**src/rtl/fazyrv_wb_arb_if.sv**
```systemverilog
// Wishbone bundle for the two-master arbiter: imem and dmem master ports plus
// the shared memory bus. The slave modport is the arbiter's view; the master
// modport is the view of the core and the memory behind the arbiter.
interface fazyrv_wb_arb_if;
  logic        wb_imem_cyc_i;
  logic        wb_imem_stb_i;
  logic [31:0] wb_imem_adr_i;
  logic [31:0] wb_imem_dat_o;
  logic        wb_imem_ack_o;

  logic        wb_dmem_cyc_i;
  logic        wb_dmem_stb_i;
  logic        wb_dmem_we_i;
  logic [3:0]  wb_dmem_be_i;
  logic [31:0] wb_dmem_adr_i;
  logic [31:0] wb_dmem_dat_i;
  logic [31:0] wb_dmem_dat_o;
  logic        wb_dmem_ack_o;

  logic        wb_mem_cyc_o;
  logic        wb_mem_stb_o;
  logic        wb_mem_we_o;
  logic [3:0]  wb_mem_be_o;
  logic [31:0] wb_mem_adr_o;
  logic [31:0] wb_mem_dat_o;
  logic [31:0] wb_mem_dat_i;
  logic        wb_mem_ack_i;

  modport slave (
    input  wb_imem_cyc_i, wb_imem_stb_i, wb_imem_adr_i,
    output wb_imem_dat_o, wb_imem_ack_o,
    input  wb_dmem_cyc_i, wb_dmem_stb_i, wb_dmem_we_i, wb_dmem_be_i,
    input  wb_dmem_adr_i, wb_dmem_dat_i,
    output wb_dmem_dat_o, wb_dmem_ack_o,
    output wb_mem_cyc_o, wb_mem_stb_o, wb_mem_we_o, wb_mem_be_o,
    output wb_mem_adr_o, wb_mem_dat_o,
    input  wb_mem_dat_i, wb_mem_ack_i
  );

  modport master (
    output wb_imem_cyc_i, wb_imem_stb_i, wb_imem_adr_i,
    input  wb_imem_dat_o, wb_imem_ack_o,
    output wb_dmem_cyc_i, wb_dmem_stb_i, wb_dmem_we_i, wb_dmem_be_i,
    output wb_dmem_adr_i, wb_dmem_dat_i,
    input  wb_dmem_dat_o, wb_dmem_ack_o,
    input  wb_mem_cyc_o, wb_mem_stb_o, wb_mem_we_o, wb_mem_be_o,
    input  wb_mem_adr_o, wb_mem_dat_o,
    output wb_mem_dat_i, wb_mem_ack_i
  );
endinterface

```
**src/rtl/fazyrv_wb_arb.sv**
```systemverilog
// Two-master Wishbone classic arbiter: merges the imem fetch bus and the dmem
// data bus onto one shared memory bus. A grant lasts a full transaction; the
// shared-bus request is registered on grant entry and held until ack, abort,
// or timeout. PRIO selects round-robin ("RR") or fixed dmem priority ("DMEM").
module fazyrv_wb_arb #(
  parameter string       PRIO    = "RR",
  parameter int unsigned TIMEOUT = 0
) (
  input  logic           clk_i,
  input  logic           rst_in,
  fazyrv_wb_arb_if.slave wb,
  output logic           tout_o
);

  localparam bit              TO_EN    = (TIMEOUT != 0);
  localparam int unsigned     CW       = TO_EN ? $clog2(TIMEOUT + 1) : 1;
  localparam logic [CW-1:0]   CNT_LAST = TO_EN ? CW'(TIMEOUT - 1) : '0;
  localparam bit              DPRIO    = (PRIO == "DMEM");

  typedef enum logic [1:0] {IDLE, GNT_I, GNT_D} state_e;
  typedef enum logic {LAST_I, LAST_D} last_e;

  state_e        state_q, state_d;
  last_e         last_q, last_d;
  logic [CW-1:0] cnt_q, cnt_d;

  logic        cyc_q, stb_q, we_q;
  logic [3:0]  be_q;
  logic [31:0] adr_q, dat_q;

  logic req_i, req_d, granted, gcyc, ack_fwd, tmo;

  assign req_i   = wb.wb_imem_cyc_i & wb.wb_imem_stb_i;
  assign req_d   = wb.wb_dmem_cyc_i & wb.wb_dmem_stb_i;
  assign granted = (state_q != IDLE);
  assign gcyc    = (state_q == GNT_I) ? wb.wb_imem_cyc_i : wb.wb_dmem_cyc_i;
  // A master that drops cyc has aborted: nothing is forwarded to it anymore.
  assign ack_fwd = granted & gcyc & wb.wb_mem_ack_i;
  assign tmo     = TO_EN & granted & gcyc & ~wb.wb_mem_ack_i & (cnt_q == CNT_LAST);

  // Next-state, round-robin bookkeeping, and timeout counter.
  always_comb begin
    state_d = state_q;
    last_d  = last_q;
    cnt_d   = cnt_q;
    unique case (state_q)
      IDLE: begin
        cnt_d = '0;
        if (req_i && req_d) begin
          if (DPRIO || last_q == LAST_I) state_d = GNT_D;
          else                           state_d = GNT_I;
        end else if (req_i) begin
          state_d = GNT_I;
        end else if (req_d) begin
          state_d = GNT_D;
        end
        if (state_d == GNT_I) last_d = LAST_I;
        if (state_d == GNT_D) last_d = LAST_D;
      end
      GNT_I, GNT_D: begin
        if (!wb.wb_mem_ack_i) cnt_d = cnt_q + CW'(1);
        if (!gcyc || wb.wb_mem_ack_i || tmo) state_d = IDLE;
      end
      default: state_d = IDLE;
    endcase
  end

  // FSM state register.
  always_ff @(posedge clk_i) begin
    if (!rst_in) begin
      state_q <= IDLE;
      last_q  <= LAST_D;
      cnt_q   <= '0;
    end else begin
      state_q <= state_d;
      last_q  <= last_d;
      cnt_q   <= cnt_d;
    end
  end

  // Shared-bus request: captured from the winner on grant entry, held for the grant.
  always_ff @(posedge clk_i) begin
    if (!rst_in) begin
      cyc_q <= 1'b0;
      stb_q <= 1'b0;
      we_q  <= 1'b0;
      be_q  <= '0;
      adr_q <= '0;
      dat_q <= '0;
    end else if (state_q == IDLE && state_d == GNT_I) begin
      cyc_q <= 1'b1;
      stb_q <= 1'b1;
      we_q  <= 1'b0;
      be_q  <= '1;
      adr_q <= wb.wb_imem_adr_i;
      dat_q <= '0;
    end else if (state_q == IDLE && state_d == GNT_D) begin
      cyc_q <= 1'b1;
      stb_q <= 1'b1;
      we_q  <= wb.wb_dmem_we_i;
      be_q  <= wb.wb_dmem_be_i;
      adr_q <= wb.wb_dmem_adr_i;
      dat_q <= wb.wb_dmem_dat_i;
    end else if (state_d == IDLE) begin
      cyc_q <= 1'b0;
      stb_q <= 1'b0;
    end
  end

  assign wb.wb_mem_cyc_o = cyc_q;
  assign wb.wb_mem_stb_o = stb_q;
  assign wb.wb_mem_we_o  = we_q;
  assign wb.wb_mem_be_o  = be_q;
  assign wb.wb_mem_adr_o = adr_q;
  assign wb.wb_mem_dat_o = dat_q;

  // Return path: ack and read data go only to the granted master.
  always_comb begin
    wb.wb_imem_ack_o = 1'b0;
    wb.wb_imem_dat_o = '0;
    wb.wb_dmem_ack_o = 1'b0;
    wb.wb_dmem_dat_o = '0;
    tout_o           = tmo;
    if (state_q == GNT_I) begin
      wb.wb_imem_ack_o = ack_fwd | tmo;
      if (!tmo) wb.wb_imem_dat_o = wb.wb_mem_dat_i;
    end else if (state_q == GNT_D) begin
      wb.wb_dmem_ack_o = ack_fwd | tmo;
      if (!tmo) wb.wb_dmem_dat_o = wb.wb_mem_dat_i;
    end
  end

endmodule

```
**src/flat_wrapper.sv**
```systemverilog
// flat-port wrapper written by rule: the top's interface ports become plain ports
module fazyrv_wb_arb_flat 
#(
  parameter string       PRIO    = "  ",
  parameter int unsigned TIMEOUT = 0
)
  (clk_i, rst_in, tout_o, wb_wb_imem_cyc_i, wb_wb_imem_stb_i, wb_wb_imem_adr_i, wb_wb_imem_dat_o, wb_wb_imem_ack_o, wb_wb_dmem_cyc_i, wb_wb_dmem_stb_i, wb_wb_dmem_we_i, wb_wb_dmem_be_i, wb_wb_dmem_adr_i, wb_wb_dmem_dat_i, wb_wb_dmem_dat_o, wb_wb_dmem_ack_o, wb_wb_mem_cyc_o, wb_wb_mem_stb_o, wb_wb_mem_we_o, wb_wb_mem_be_o, wb_wb_mem_adr_o, wb_wb_mem_dat_o, wb_wb_mem_dat_i, wb_wb_mem_ack_i);
  fazyrv_wb_arb_if wb_i ();
  input  logic clk_i;
  input  logic rst_in;
  output logic tout_o;
  input wire logic [$bits(wb_i.wb_imem_cyc_i)-1:0] wb_wb_imem_cyc_i;
  input wire logic [$bits(wb_i.wb_imem_stb_i)-1:0] wb_wb_imem_stb_i;
  input wire logic [$bits(wb_i.wb_imem_adr_i)-1:0] wb_wb_imem_adr_i;
  output wire logic [$bits(wb_i.wb_imem_dat_o)-1:0] wb_wb_imem_dat_o;
  output wire logic [$bits(wb_i.wb_imem_ack_o)-1:0] wb_wb_imem_ack_o;
  input wire logic [$bits(wb_i.wb_dmem_cyc_i)-1:0] wb_wb_dmem_cyc_i;
  input wire logic [$bits(wb_i.wb_dmem_stb_i)-1:0] wb_wb_dmem_stb_i;
  input wire logic [$bits(wb_i.wb_dmem_we_i)-1:0] wb_wb_dmem_we_i;
  input wire logic [$bits(wb_i.wb_dmem_be_i)-1:0] wb_wb_dmem_be_i;
  input wire logic [$bits(wb_i.wb_dmem_adr_i)-1:0] wb_wb_dmem_adr_i;
  input wire logic [$bits(wb_i.wb_dmem_dat_i)-1:0] wb_wb_dmem_dat_i;
  output wire logic [$bits(wb_i.wb_dmem_dat_o)-1:0] wb_wb_dmem_dat_o;
  output wire logic [$bits(wb_i.wb_dmem_ack_o)-1:0] wb_wb_dmem_ack_o;
  output wire logic [$bits(wb_i.wb_mem_cyc_o)-1:0] wb_wb_mem_cyc_o;
  output wire logic [$bits(wb_i.wb_mem_stb_o)-1:0] wb_wb_mem_stb_o;
  output wire logic [$bits(wb_i.wb_mem_we_o)-1:0] wb_wb_mem_we_o;
  output wire logic [$bits(wb_i.wb_mem_be_o)-1:0] wb_wb_mem_be_o;
  output wire logic [$bits(wb_i.wb_mem_adr_o)-1:0] wb_wb_mem_adr_o;
  output wire logic [$bits(wb_i.wb_mem_dat_o)-1:0] wb_wb_mem_dat_o;
  input wire logic [$bits(wb_i.wb_mem_dat_i)-1:0] wb_wb_mem_dat_i;
  input wire logic [$bits(wb_i.wb_mem_ack_i)-1:0] wb_wb_mem_ack_i;
  assign wb_i.wb_imem_cyc_i = wb_wb_imem_cyc_i;
  assign wb_i.wb_imem_stb_i = wb_wb_imem_stb_i;
  assign wb_i.wb_imem_adr_i = wb_wb_imem_adr_i;
  assign wb_wb_imem_dat_o = wb_i.wb_imem_dat_o;
  assign wb_wb_imem_ack_o = wb_i.wb_imem_ack_o;
  assign wb_i.wb_dmem_cyc_i = wb_wb_dmem_cyc_i;
  assign wb_i.wb_dmem_stb_i = wb_wb_dmem_stb_i;
  assign wb_i.wb_dmem_we_i = wb_wb_dmem_we_i;
  assign wb_i.wb_dmem_be_i = wb_wb_dmem_be_i;
  assign wb_i.wb_dmem_adr_i = wb_wb_dmem_adr_i;
  assign wb_i.wb_dmem_dat_i = wb_wb_dmem_dat_i;
  assign wb_wb_dmem_dat_o = wb_i.wb_dmem_dat_o;
  assign wb_wb_dmem_ack_o = wb_i.wb_dmem_ack_o;
  assign wb_wb_mem_cyc_o = wb_i.wb_mem_cyc_o;
  assign wb_wb_mem_stb_o = wb_i.wb_mem_stb_o;
  assign wb_wb_mem_we_o = wb_i.wb_mem_we_o;
  assign wb_wb_mem_be_o = wb_i.wb_mem_be_o;
  assign wb_wb_mem_adr_o = wb_i.wb_mem_adr_o;
  assign wb_wb_mem_dat_o = wb_i.wb_mem_dat_o;
  assign wb_i.wb_mem_dat_i = wb_wb_mem_dat_i;
  assign wb_i.wb_mem_ack_i = wb_wb_mem_ack_i;
  fazyrv_wb_arb #(.PRIO(PRIO), .TIMEOUT(TIMEOUT)) u_core (.clk_i(clk_i), .rst_in(rst_in), .wb(wb_i), .tout_o(tout_o));
endmodule
```
**config.mk**
```make
export PLATFORM = sky130hd
export DESIGN_NAME = fazyrv_wb_arb_flat
export DESIGN_NICKNAME = d
export VERILOG_FILES = /design/src/rtl/fazyrv_wb_arb_if.sv /design/src/rtl/fazyrv_wb_arb.sv /design/src/flat_wrapper.sv
export SDC_FILE = /design/constraint.sdc
export NUM_CORES = 1
export LEC_CHECK = 0
export ABC_AREA = 1
export BUFFER_PORTS_ARGS = -buffer_cell sky130_fd_sc_hd__buf_2
export CAP_MARGIN = 15
export CORE_AREA = 2 2 109 111
export DETAILED_ROUTE_END_ITERATION = 8
export DIE_AREA = 0 0 111 113
export GPL_ROUTABILITY_DRIVEN = 0
export MAX_ROUTING_LAYER = met4
export PLACE_DENSITY = 0.69
export SYNTH_ARGS = -nofsm -noshare
export SYNTH_HDL_FRONTEND = slang
export SYNTH_SLANG_ARGS = --single-unit
```
**constraint.sdc**
```tcl
create_clock -name clk_i -period 4.3 [get_ports clk_i]
set_input_delay 0.43 -clock clk_i [delete_from_list [all_inputs] [get_ports clk_i]]
set_output_delay 0.43 -clock clk_i [all_outputs]
set_load 0.01 [all_outputs]
```
# ---- After elaboration in Yosys (flattened, before gate mapping)
# Cells that the tools add are included.
# Widths: inputs -> output; s select.
dict set report op_classes {
  eq_ne 6
  muxes 23
  n_bitwise 5
  n_reduce_logical 14
}
# op count
set op_table {}
lappend op_table {{$mux 32} 5}
lappend op_table {{$mux 2} 6}
lappend op_table {{$mux 1} 9}
lappend op_table {{$mux 4} 2}
lappend op_table {{$eq 2x1->1 const B} 3}
lappend op_table {{$eq 2x2->1 const B} 3}
lappend op_table {{$reduce_bool 2->1} 3}
lappend op_table {{$and 1x1->1} 4}
lappend op_table {{$logic_not 2->1} 2}
lappend op_table {{$pmux 2 s2} 1}
lappend op_table {{$reduce_or 2->1} 2}
lappend op_table {{$logic_and 1x1->1} 3}
lappend op_table {{$reduce_bool 3->1} 1}
lappend op_table {{$reduce_and 2->1} 1}
lappend op_table {{$logic_not 1->1} 1}
lappend op_table {{$logic_or 1x1->1} 1}
lappend op_table {{$not 1->1} 1}
dict set report word_totals {
  reg_bits 73
  input_bits 140
  out_inout_bits 138
  elab_cells 55
}

# ---- Logic depth before layout (Yosys ltp)
dict set report logic_depth {
  ltp_word 10
  ltp_mapped 15
  mapped_depth_nobuf 13
}

# ---- Worst setup path after synthesis
# No wires, ideal clock.
dict set report synth_timing {
  path_kind {register to register}
  from {reg u_core.state_q[0]}
  to {reg u_core.adr_q[6] (netlist: u_core.wb.wb_mem_adr_o[6])}
  setup_time_ns 0.132
  arrival_time_ns 1.722
  required_ns 4.168
  setup_slack_ns 2.445
  stages_incl_launch_ff 14
  path_buffers 2
  synth_period_minus_slack_ns 1.855
  cell_sequence {dfxtp_1 inv_1 ha_1 inv_1 nor2_1 nand3_1 nand2_1 nand2_1 nor2_2 buf_4 buf_4 nand2_1 nand3_1 a21oi_1}
}
dict set report synth_via {
  elab_chain_cells 9
  elab_cells_between_ends 19
  cone_classes {eq/ne (4); mux (8); reduce/logical (7)}
}
# item line
set synth_lines {}
lappend synth_lines {{start: declaration} fazyrv_wb_arb.sv:23} ;# state_e state_q, state_d;
lappend synth_lines {{start signal: assignment} fazyrv_wb_arb.sv:75} ;# state_q <= state_d;
lappend synth_lines {{$eq 2x1->1} {fazyrv_wb_arb.sv:36, fazyrv_wb_arb.sv:46}}
lappend synth_lines {{$mux 1} fazyrv_wb_arb.sv:36} ;# assign gcyc = (state_q == GNT_I) ? wb.wb_imem_cyc_i : wb.wb_dmem_cyc_i;
lappend synth_lines {{$logic_not 1->1} fazyrv_wb_arb.sv:62} ;# if (!gcyc || wb.wb_mem_ack_i || tmo) state_d = IDLE;
lappend synth_lines {{$logic_or 1x1->1} fazyrv_wb_arb.sv:62}
lappend synth_lines {{$mux 2} fazyrv_wb_arb.sv:62}
lappend synth_lines {{$pmux 2 s2} fazyrv_wb_arb.sv:46} ;# unique case (state_q)
lappend synth_lines {{$eq 2x1->1 / $eq 2x2->1 (equally long branches)} {fazyrv_wb_arb.sv:90, fazyrv_wb_arb.sv:97}}
lappend synth_lines {{$logic_and 1x1->1, on equally long branches} {fazyrv_wb_arb.sv:90, fazyrv_wb_arb.sv:97}}
lappend synth_lines {{$mux 32 / $reduce_bool 2->1 (equally long branches)} -}
lappend synth_lines {{end signal: assignment} fazyrv_wb_arb.sv:95} ;# adr_q <= wb.wb_imem_adr_i;
lappend synth_lines {{end signal: assignment} fazyrv_wb_arb.sv:102} ;# adr_q <= wb.wb_dmem_adr_i;
lappend synth_lines {{end: declaration} fazyrv_wb_arb.sv:29} ;# logic [31:0] adr_q, dat_q;
# Several ways; a longest one is shown, not always the timed one. The select of a mux whose other input is x is not followed.
# A chain may end at the register's enable or synchronous reset.

# ---- Worst setup path in the final report
dict set report layout_timing {
  from {reg u_core.state_q[0]}
  to {reg u_core.adr_q[23] (netlist: u_core.wb.wb_mem_adr_o[23])}
}
# The elaborated chain is that of the path after synthesis.

==> out/qor.txt <==
Reg2Reg Capture Point: u_core.wb.wb_mem_adr_o[23]
DRC: 0
Async S/R FF share, synth: 0%
post-DP HPWL: 9980 um
Cell Area, Synth: 3870 um^2
worst hold path endpoint: u_core.wb.wb_mem_adr_o[20]
Syn Area/Cell: 6.44 um^2
Layout Utilization: 49.0%
Synth area leader: dfxtp_1
Max rail drop VDD: 188 uV
MaxCap Viol Count: 0
Port Buffers: 276
commonest non-fill, non-tap cells in the layout: buf_2 (276), nand2_1 (199), dfxtp_1 (73)
Mapped Cells: 601
total design power: 2.06 mW
Overflow after GRT: 0
# rows: 39
vias in the first global route: 4177
layout cells sized above 1: 36.5%
I/O pin total: 278
final hold violations: 0
Max clock buf depth: 2
Startpoint Class: flop
Data arrival, critical path: 2.99 ns
global-route wire length before repair: 20700 um
CTS Hold Buffers Added: 0
Die Height: 113 um
worst skew pair latency: 0.33 ns
initial DRC count: 222
run status: finished clean
sequential area share after synthesis: 37.8%
Ys Warns: 0
Worst-path clk slew: 0.06 ns
Hold Crit Class: primary input to flop
most common cell after layout, fill and taps aside: buf_2
Static Leakage: 3.23 nW
detail-routed via count per cell: 4.52
Area Overhead vs Synth: 42.5%
vias after detailed routing: 4520
RSZ-0062 raised after global routing: no
setup violators final: 0
routed wire length: 13300 um
drt wl/cell: 13.3 um
CP max FO: 43
hold path startpoint: wb_wb_dmem_adr_i[20]
Setup TNS: 0 ns
Mapped Nets: 746
initial core utilization: 34.3%
Hold Crit Depth: 3
number of setup buffers added after CTS: 0
Die Area: 12500 um^2
pwr dens: 373 nW/um^2
Yosys reg bits: 73
post-route cell area: 5520 um^2
All-Layer GR Usage: 21.1%
H-tree depth: 3
fmax: 358 MHz
count of cell types in the netlist: 25
TritonCTS Buffers: 9
Worst Max-Slew Pin Slew: 1.10 ns
post-layout min period: 2.79 ns
Final Skew: 0.00607 ns
CTS tree: built
Post-synth EDFFs: 0
Worst Path Required: 4.50 ns
Final #Nets: 995
initial antenna violation count: 2
clock root cell: clkbuf_16
post-CTS sizing: 0
Die X: 111 um
area share of the largest cell type after synthesis: 37.8%
period utilization: 64.9%
relative slew slack: 26.8%
synth top area cells: dfxtp_1 (38%), nand2_1 (19%), a21oi_1 (8.9%)
Post-DRT Antenna Nets: 0
TritonRoute pass-1 iters: 5
worst r2r path cells: 12
worst r2r src: u_core.state_q[0]
Final Max Slew Viols: 0
Core ar.: 11300 um^2
reg-to-reg setup timing slack: 1.51 ns
critical path endpoint category: flop
Sink Count: 73
critical path class: flop to flop
area post-placement: 5210 um^2
largest net degree at the start of global routing: 57
Synth Flop Type: dfxtp_1
## registers in the layout, indices dropped and copies added, names as in the netlist
| register | cells |
|---|---|
| u_core.last_q | 1 |
| u_core.state_q | 2 |
| u_core.wb.wb_mem_adr_o | 32 |
| u_core.wb.wb_mem_be_o | 4 |
| u_core.wb.wb_mem_cyc_o | 1 |
| u_core.wb.wb_mem_dat_o | 32 |
| u_core.wb.wb_mem_we_o | 1 |
## layer usage
layer	vias to the layer above	wire, um	GRT usage (%)
li1	2344	-	-
met2	194	6830	37.3
met3	12	1020	5.03
met1	1970	5280	23.3
met4	0	204	7.58
met5	-	0	-
## area by class of cell
| cell class | instances | area (um^2) |
|---|---|---|
| timing repair buffer | 280 | 1410 |
| inverter | 76 | 285 |
| antenna | 2 | 5.00 |
| tap | 143 | 179 |
| multi-input combinational | 410 | 1870 |
| sequential | 73 | 1460 |
| clock buffer | 11 | 243 |
| clock inverter | 5 | 62.6 |
| fill | 1222 | 5750 |
## worst max path at each step
stage          slack, ns                    endpoint  cells past startpoint              start
3_5_place_dp        1.52  u_core.wb.wb_mem_adr_o[28]                     12  u_core.state_q[0]
2_1_floorplan       2.45   u_core.wb.wb_mem_adr_o[6]                     13  u_core.state_q[0]
5_1_grt             1.18  u_core.wb.wb_mem_adr_o[27]                     13  u_core.state_q[1]
6_report            1.51  u_core.wb.wb_mem_adr_o[23]                     12  u_core.state_q[0]
4_1_cts             1.52  u_core.wb.wb_mem_adr_o[23]                     12  u_core.state_q[0]
3_3_place_gp        1.63  u_core.wb.wb_mem_adr_o[17]                     13  u_core.state_q[1]
## cell usage after synthesis, types with 2 or more instances
| master | count |
|---|---|
| buf_4 | 5 |
| nand2_1 | 199 |
| clkbuf_1 | 16 |
| nor2_2 | 2 |
| nor3_1 | 12 |
| a21oi_1 | 69 |
| buf_1 | 3 |
| nand3_1 | 29 |
| dfxtp_1 | 73 |
| buf_2 | 8 |
| buf_6 | 10 |
| o21ai_0 | 9 |
| inv_1 | 71 |
| inv_2 | 4 |
| o21ai_1 | 4 |
| ha_1 | 5 |
| nand3_2 | 2 |
| nand2_2 | 5 |
| o21bai_1 | 18 |
| nor2_1 | 52 |
## kinds of logic after synthesis
family	synth area share, %
flops	37.8
compound gates	14.1
simple gates	32.3
other cells	0.0969
buf+inv	14.1
fa+ha+maj	1.62
## worst max-delay path, stage by stage, from the launching register on
cell	delay, ns
dfxtp_1	0.41
inv_1	0.09
ha_1	0.28
inv_1	0.04
nor2_1	0.12
nand3_1	0.16
nand2_1	0.10
nand2_1	0.41
nor2_4	0.31
buf_4	0.43
a21oi_1	0.12
o21ai_1	0.09
nor2_1	0.06
## where the power goes
| group | internal (mW) | leakage [nW] | switching [mW] | total, mW |
|---|---|---|---|---|
| Clock | 0.468 | 0.142 | 0.294 | 0.762 |
| Sequential | 0.745 | 0.596 | 0.0342 | 0.779 |
| Combinational | 0.195 | 2.49 | 0.322 | 0.517 |
## metrics by stage
step / setup slack [ns] / instances / hold slack (ns)
6_report: 1.51 / 1000 / 0.337
2_1_floorplan: 2.45 / 601 / 0.466
4_1_cts: 1.52 / 998 / 0.333
3_5_place_dp: 1.52 / 982 / 0.452
3_3_place_gp: 1.63 / 982 / 0.450
5_1_grt: 1.18 / 1000 / 0.337
No activity file was read; power rests on OpenSTA's default activity.
